`src/rtl/keypad_scan_port.sv`:
```
`default_nettype none
// ============================================================================
//  Module      : keypad_scan_port
//  Description : Memory-mapped responder for a 4x4 matrix keypad on the CPU
//                data bus. Drives one row low at a time, debounces a closed
//                key, and latches its 4-bit code with a ready flag. The CPU
//                polls status at BASE_ADDR, reads the code at BASE_ADDR+1,
//                and writes BASE_ADDR to acknowledge.
//
//  Ports       : clk       in   1   system clock, all logic on posedge
//                reset     in   1   synchronous, active-high reset
//                rowwrite  out  4   row drive, active-low, one bit low
//                colread   in   4   column sense, active-low, asynchronous
//                address   in   12  CPU address
//                memwt     in   1   CPU write strobe
//                dataout   out  16  read data for current address (comb.)
//                irq       out  1   ready-rise pulse (KEYPAD_IRQ_EN only)
//
//  Options     : KEYPAD_IRQ_EN - when defined, adds the irq output, a
//                one-clock pulse on the clock where ready goes 0->1.
//
//  Revision    : 1.0 - initial release
// ============================================================================
module keypad_scan_port #(
    parameter logic [11:0] BASE_ADDR      = 12'h900,
    parameter int unsigned SCAN_DIV       = 1000,
    parameter int unsigned DEBOUNCE_SCANS = 4
) (
    input  logic        clk,
    input  logic        reset,
    output logic [3:0]  rowwrite,
    input  logic [3:0]  colread,
    input  logic [11:0] address,
    input  logic        memwt,
    output logic [15:0] dataout
`ifdef KEYPAD_IRQ_EN
    ,
    output logic        irq
`endif
);

    localparam int TICK_W = (SCAN_DIV > 1) ? $clog2(SCAN_DIV) : 1;
    localparam int CNT_W  = $clog2(DEBOUNCE_SCANS + 1);

    localparam logic [TICK_W-1:0] c_tick_last   = TICK_W'(SCAN_DIV - 1);
    localparam logic [CNT_W-1:0]  c_scans       = CNT_W'(DEBOUNCE_SCANS);
    localparam logic [CNT_W-1:0]  c_one         = CNT_W'(1);
    localparam logic [11:0]       c_addr_status = BASE_ADDR;
    localparam logic [11:0]       c_addr_data   = BASE_ADDR + 12'd1;

    typedef enum logic [1:0] {
        ST_SCAN     = 2'd0,
        ST_DEBOUNCE = 2'd1,
        ST_HELD     = 2'd2
    } state_t;

    state_t             r_state;
    state_t             w_state_nxt;
    logic [3:0]         r_col_meta;
    logic [3:0]         r_col_sync;
    logic [TICK_W-1:0]  r_tick_cnt;
    logic [1:0]         r_row_idx;
    logic [1:0]         w_row_nxt;
    logic [1:0]         r_col_idx;
    logic [1:0]         w_col_nxt;
    logic [CNT_W-1:0]   r_deb_cnt;
    logic [CNT_W-1:0]   w_deb_nxt;
    logic [CNT_W-1:0]   w_deb_inc;
    logic [CNT_W-1:0]   r_rel_cnt;
    logic [CNT_W-1:0]   w_rel_nxt;
    logic [CNT_W-1:0]   w_rel_inc;
    logic [3:0]         r_code;
    logic               r_ready;
    logic               r_overrun;
    logic               w_tick;
    logic               w_key_any;
    logic               w_col_held;
    logic [1:0]         w_col_enc;
    logic               w_latch;
    logic [3:0]         w_new_code;
    logic               w_ack;

    // Two-flop synchronizer for the asynchronous column inputs; idle is all-ones.
    always_ff @(posedge clk) begin
        if (reset) begin
            r_col_meta <= 4'hF;
            r_col_sync <= 4'hF;
        end else begin
            r_col_meta <= colread;
            r_col_sync <= r_col_meta;
        end
    end

    // Scan tick prescaler.
    assign w_tick = (r_tick_cnt == c_tick_last);

    always_ff @(posedge clk) begin
        if (reset) begin
            r_tick_cnt <= '0;
        end else if (w_tick) begin
            r_tick_cnt <= '0;
        end else begin
            r_tick_cnt <= r_tick_cnt + 1'b1;
        end
    end

    // Lowest closed column wins when several read low at once.
    always_comb begin
        w_col_enc = 2'd0;
        if (!r_col_sync[0]) begin
            w_col_enc = 2'd0;
        end else if (!r_col_sync[1]) begin
            w_col_enc = 2'd1;
        end else if (!r_col_sync[2]) begin
            w_col_enc = 2'd2;
        end else if (!r_col_sync[3]) begin
            w_col_enc = 2'd3;
        end
    end

    assign w_key_any  = (r_col_sync != 4'hF);
    assign w_col_held = ~r_col_sync[r_col_idx];
    assign w_deb_inc  = (r_deb_cnt == c_scans) ? c_scans : (r_deb_cnt + c_one);
    assign w_rel_inc  = (r_rel_cnt == c_scans) ? c_scans : (r_rel_cnt + c_one);

    // Next-state logic: nothing moves except on scan ticks.
    always_comb begin
        w_state_nxt = r_state;
        w_row_nxt   = r_row_idx;
        w_col_nxt   = r_col_idx;
        w_deb_nxt   = r_deb_cnt;
        w_rel_nxt   = r_rel_cnt;
        w_latch     = 1'b0;
        w_new_code  = {r_row_idx, r_col_idx};
        if (w_tick) begin
            case (r_state)
                ST_SCAN: begin
                    if (w_key_any) begin
                        w_col_nxt  = w_col_enc;
                        w_deb_nxt  = c_one;
                        w_new_code = {r_row_idx, w_col_enc};
                        // With a single-sample debounce the detecting tick
                        // is also the confirming one.
                        if (DEBOUNCE_SCANS == 1) begin
                            w_latch     = 1'b1;
                            w_rel_nxt   = '0;
                            w_state_nxt = ST_HELD;
                        end else begin
                            w_state_nxt = ST_DEBOUNCE;
                        end
                    end else begin
                        w_row_nxt = r_row_idx + 2'd1;
                    end
                end
                ST_DEBOUNCE: begin
                    if (w_col_held) begin
                        w_deb_nxt = w_deb_inc;
                        if (w_deb_inc == c_scans) begin
                            w_latch     = 1'b1;
                            w_rel_nxt   = '0;
                            w_state_nxt = ST_HELD;
                        end
                    end else begin
                        w_deb_nxt   = '0;
                        w_row_nxt   = r_row_idx + 2'd1;
                        w_state_nxt = ST_SCAN;
                    end
                end
                ST_HELD: begin
                    // Any closed column on the held row restarts release timing.
                    if (!w_key_any) begin
                        w_rel_nxt = w_rel_inc;
                        if (w_rel_inc == c_scans) begin
                            w_rel_nxt   = '0;
                            w_deb_nxt   = '0;
                            w_row_nxt   = r_row_idx + 2'd1;
                            w_state_nxt = ST_SCAN;
                        end
                    end else begin
                        w_rel_nxt = '0;
                    end
                end
                default: begin
                    w_state_nxt = ST_SCAN;
                end
            endcase
        end
    end

    always_ff @(posedge clk) begin
        if (reset) begin
            r_state   <= ST_SCAN;
            r_row_idx <= 2'd0;
            r_col_idx <= 2'd0;
            r_deb_cnt <= '0;
            r_rel_cnt <= '0;
        end else begin
            r_state   <= w_state_nxt;
            r_row_idx <= w_row_nxt;
            r_col_idx <= w_col_nxt;
            r_deb_cnt <= w_deb_nxt;
            r_rel_cnt <= w_rel_nxt;
        end
    end

    // Key register. An acknowledge arriving with a new key consumes the
    // old key, so the new one lands cleanly with no overrun.
    assign w_ack = memwt && (address == c_addr_status);

    always_ff @(posedge clk) begin
        if (reset) begin
            r_code    <= 4'h0;
            r_ready   <= 1'b0;
            r_overrun <= 1'b0;
        end else if (w_latch && w_ack) begin
            r_code    <= w_new_code;
            r_ready   <= 1'b1;
            r_overrun <= 1'b0;
        end else if (w_latch) begin
            if (!r_ready) begin
                r_code  <= w_new_code;
                r_ready <= 1'b1;
            end else begin
                r_overrun <= 1'b1;
            end
        end else if (w_ack) begin
            r_ready   <= 1'b0;
            r_overrun <= 1'b0;
        end
    end

`ifdef KEYPAD_IRQ_EN
    logic r_irq;

    // Fires only on a genuine 0->1 of ready, aligned with the ready register.
    always_ff @(posedge clk) begin
        if (reset) begin
            r_irq <= 1'b0;
        end else begin
            r_irq <= w_latch && !r_ready;
        end
    end

    assign irq = r_irq;
`endif

    assign rowwrite = ~(4'b0001 << r_row_idx);

    always_comb begin
        dataout = 16'h0000;
        if (address == c_addr_status) begin
            dataout = {14'b0, r_overrun, r_ready};
        end else if (address == c_addr_data) begin
            dataout = {12'h000, r_code};
        end
    end

endmodule
`default_nettype wire

```
`config.mk`:
```
export PLATFORM = sky130hd
export DESIGN_NAME = keypad_scan_port
export DESIGN_NICKNAME = d
export VERILOG_FILES = /design/src/rtl/keypad_scan_port.sv
export SDC_FILE = /design/constraint.sdc
export NUM_CORES = 1
export LEC_CHECK = 0
export BUFFER_PORTS_ARGS = -buffer_cell sky130_fd_sc_hd__buf_2
export CAP_MARGIN = 15
export CORE_MARGIN = 2
export CORE_UTILIZATION = 46
export DETAILED_ROUTE_END_ITERATION = 7
export PLACE_DENSITY = 0.68
export SLEW_MARGIN = 20
export SYNTH_ARGS = -nofsm -noshare
export SYNTH_HDL_FRONTEND = slang
export SYNTH_SLANG_ARGS = --single-unit
```
`constraint.sdc`:
```
create_clock -name clk -period 2.1 [get_ports clk]
set_input_delay 0.42 -clock clk [delete_from_list [all_inputs] [get_ports clk]]
set_output_delay 0.42 -clock clk [all_outputs]
set_load 0.03 [all_outputs]
```
==> results.json <==
{
  "outcome": "finished clean",
  "fin_crit_ns": 1.978,
  "grt_use_total_pct": 15.59,
  "drcViolationCount": 0,
  "yosys.area.top_type": "dfxtp_1",
  "start_util_pct": 48.50,
  "irDropWorstVdd_mv": 0.3974,
  "dr.pass1.iters": 4,
  "maxSlewHeadroom_pct": 65.17,
  "cts-root-buf": "clkbuf_8",
  "leakagePower_nw": 0.9976,
  "layout_commonest_cell": "dfxtp_1",
  "fin_cells": 306,
  "grt_pass1_vias": 1479,
  "dp_hpwl_um": 2530,
  "die_y_um": 69.64,
  "clkLatencyLatePin_ns": 0.28,
  "finClkSkew_ns": 0.005084,
  "gp_congestion": 0.7971,
  "vias": 1535,
  "finalSetupViolCount": 0,
  "final_cell_mix": "dfxtp_1 (36), buf_2 (26), nor2_1 (21), inv_1 (19), ha_1 (13)",
  "htree_levels": 2,
  "nets": 287,
  "area.growth.synth_to_final_pct": 15.85,
  "wl_um": 3336,
  "cts-resized-gates": 0,
  "rsz0062_at_grt": "no",
  "numPortBuffers": 26,
  "critPathKind": "input pin to primary output",
  "p_per_area_nw_per_um2": 629.0,
  "worstPathMaxFanout": 3,
  "antenna_found_initial": 0,
  "place_worst_setup_slack_ns": 0.1204,
  "hold_class": "input pin to register",
  "yosysTopAreaCellShare_pct": 36.36,
  "critPathLaunchType": "input pin",
  "netlist_area_um2": 1982,
  "arrival_ns": 1.56,
  "ios": 39,
  "final_hold_viol_count": 0,
  "rows": 23,
  "grt_pass1_wl_um": 6141,
  "diodes": 0,
  "cts_tree": "built",
  "endpoint_kind": "primary output",
  "yosys_warnings": 0,
  "viasPerCell": 5.016,
  "path_clk_slew_ns": 0.07,
  "cts_setup_buffers": 0,
  "synth_area_leaders": "dfxtp_1 (36%), ha_1 (8.2%), mux2i_1 (6.1%), buf_4 (4.5%), nor2_1 (4.0%)",
  "fin_crit_sh_pct": 94.21,
  "core_um2": 4086,
  "ant_nets": 0,
  "dp_cells": 298,
  "first_iter_violations": 49,
  "hold_buffers": 0,
  "syn-instance-count": 221,
  "clock.fmax_mhz": 505.5,
  "tightest_slew_ns": 0.5154,
  "synth.avg_cell_area_um2": 8.968,
  "yosysSeqAreaShare_pct": 36.36,
  "final.setup.tns_ns": 0,
  "numCtsBuffers": 5,
  "grt_overflow": 0,
  "timing_max_transition_violations_final": 0,
  "hold_slack_ns": 0.3180,
  "cts_buffer_depth": 2,
  "cap_violations": 0,
  "routedWlPerCell_um": 10.90,
  "fin_ws_ns": 0.1216,
  "grt_max_degree": 17,
  "die_area_um2": 4850,
  "die_x_um": 69.64,
  "layout-drive-gt1-share_pct": 23.83,
  "critPathRequiredTime_ns": 1.68,
  "yosysUniqueCellTypes": 46,
  "cts_sinks": 36,
  "synth-seq-cells": 36
}
## registers in the layout, indices dropped and copies added, names as in the netlist
register	count
r_deb_cnt	3
r_col_idx	2
r_rel_cnt	3
r_row_idx	2
r_state	2
r_ready	1
r_col_meta	4
r_tick_cnt	10
r_overrun	1
r_code	4
r_col_sync	4
## cell usage after synthesis (all sizes together)
| cell type | instances |
|---|---|
| nand4b | 1 |
| o31ai | 1 |
| nor3 | 1 |
| a31o | 2 |
| or3 | 1 |
| nand2b | 6 |
| and2b | 1 |
| o21ai | 1 |
| nand2 | 10 |
| nor2 | 21 |
| and3 | 6 |
| o22ai | 2 |
| nand3 | 9 |
| clkbuf | 3 |
| o22a | 1 |
| xor2 | 3 |
| nor3b | 2 |
| nor4b | 1 |
| xnor2 | 6 |
| dfxtp | 36 |
| a311oi | 1 |
| mux2i | 12 |
| nand3b | 1 |
| a211oi | 1 |
| nand4bb | 2 |
| a31oi | 1 |
| mux2 | 3 |
| nor2b | 3 |
| nand4 | 6 |
| o2111ai | 1 |
| ha | 13 |
| buf | 14 |
| or2 | 10 |
| a41oi | 1 |
| conb | 1 |
| nor4 | 2 |
| a21oi | 11 |
| and4 | 1 |
| a41o | 2 |
| o21bai | 1 |
| nor4bb | 1 |
| inv | 19 |
## cell type report
cell class | instances | area, um2
clock buffer | 7 | 96.34
clock inverter | 1 | 30.03
timing repair buffer | 33 | 195.2
sequential | 36 | 720.7
inverter | 19 | 71.32
fill | 369 | 1790
multi-input combinational | 160 | 1120
tap | 50 | 62.56
## layer usage
| layer | routed length, um | track usage [%] | vias to the layer above |
|---|---|---|---|
| li1 | - | - | 800 |
| met1 | 1576 | 17.66 | 688 |
| met2 | 1489 | 27.03 | 41 |
| met3 | 207 | 5.378 | 6 |
| met4 | 61 | 5.769 | 0 |
| met5 | 0 | 0 | - |
## worst max-delay path: stages
cell     delay (ns)
buf_2          0.10
nor4b_1        0.43
and3_1         0.27
and3_1         0.16
buf_2          0.19
## stage by stage
step           area, um2  utilization, %  power [mW]
6_report            2296           56.18       1.444
5_1_grt             2296           56.18       1.508
4_1_cts             2296           56.18       1.471
3_5_place_dp        2170           53.09      0.8145
3_3_place_gp        2170           53.09      0.8130
2_1_floorplan       2023               -      0.8018
## where the power goes
part	leakage, nW	internal [mW]	switching [mW]
combinational	0.641	0.0342	0.0613
sequential	0.292	0.695	0.00841
clock	0.0645	0.419	0.227
## kinds of logic (layout without fill, tap and decap cells)
group | Yosys count | count (layout) | synth area share, %
compound gates | 26 | 26 | 9.281
xor+xnor | 9 | 9 | 3.977
fa+ha+maj | 13 | 13 | 8.207
buf+inv | 36 | 60 | 9.217
flops | 36 | 36 | 36.36
mux | 15 | 15 | 7.765
other cells | 1 | 12 | 0.1892
simple gates | 85 | 85 | 25.00
## path summary, 6_finish.rpt
path	start	to	slack (ns)	cells past startpoint
max	address[5]	dataout[2]	0.12	5
min	colread[0]	r_col_meta[0]$_SDFF_PP1_	0.32	2
max reg2reg	r_rel_cnt[0]$_SDFFE_PP0P_	r_deb_cnt[1]$_SDFFE_PP0P_	0.16	7
min reg2reg	r_col_meta[2]$_SDFF_PP1_	r_col_sync[2]$_SDFF_PP1_	0.41	1
(Power assumes the default switching activity.)
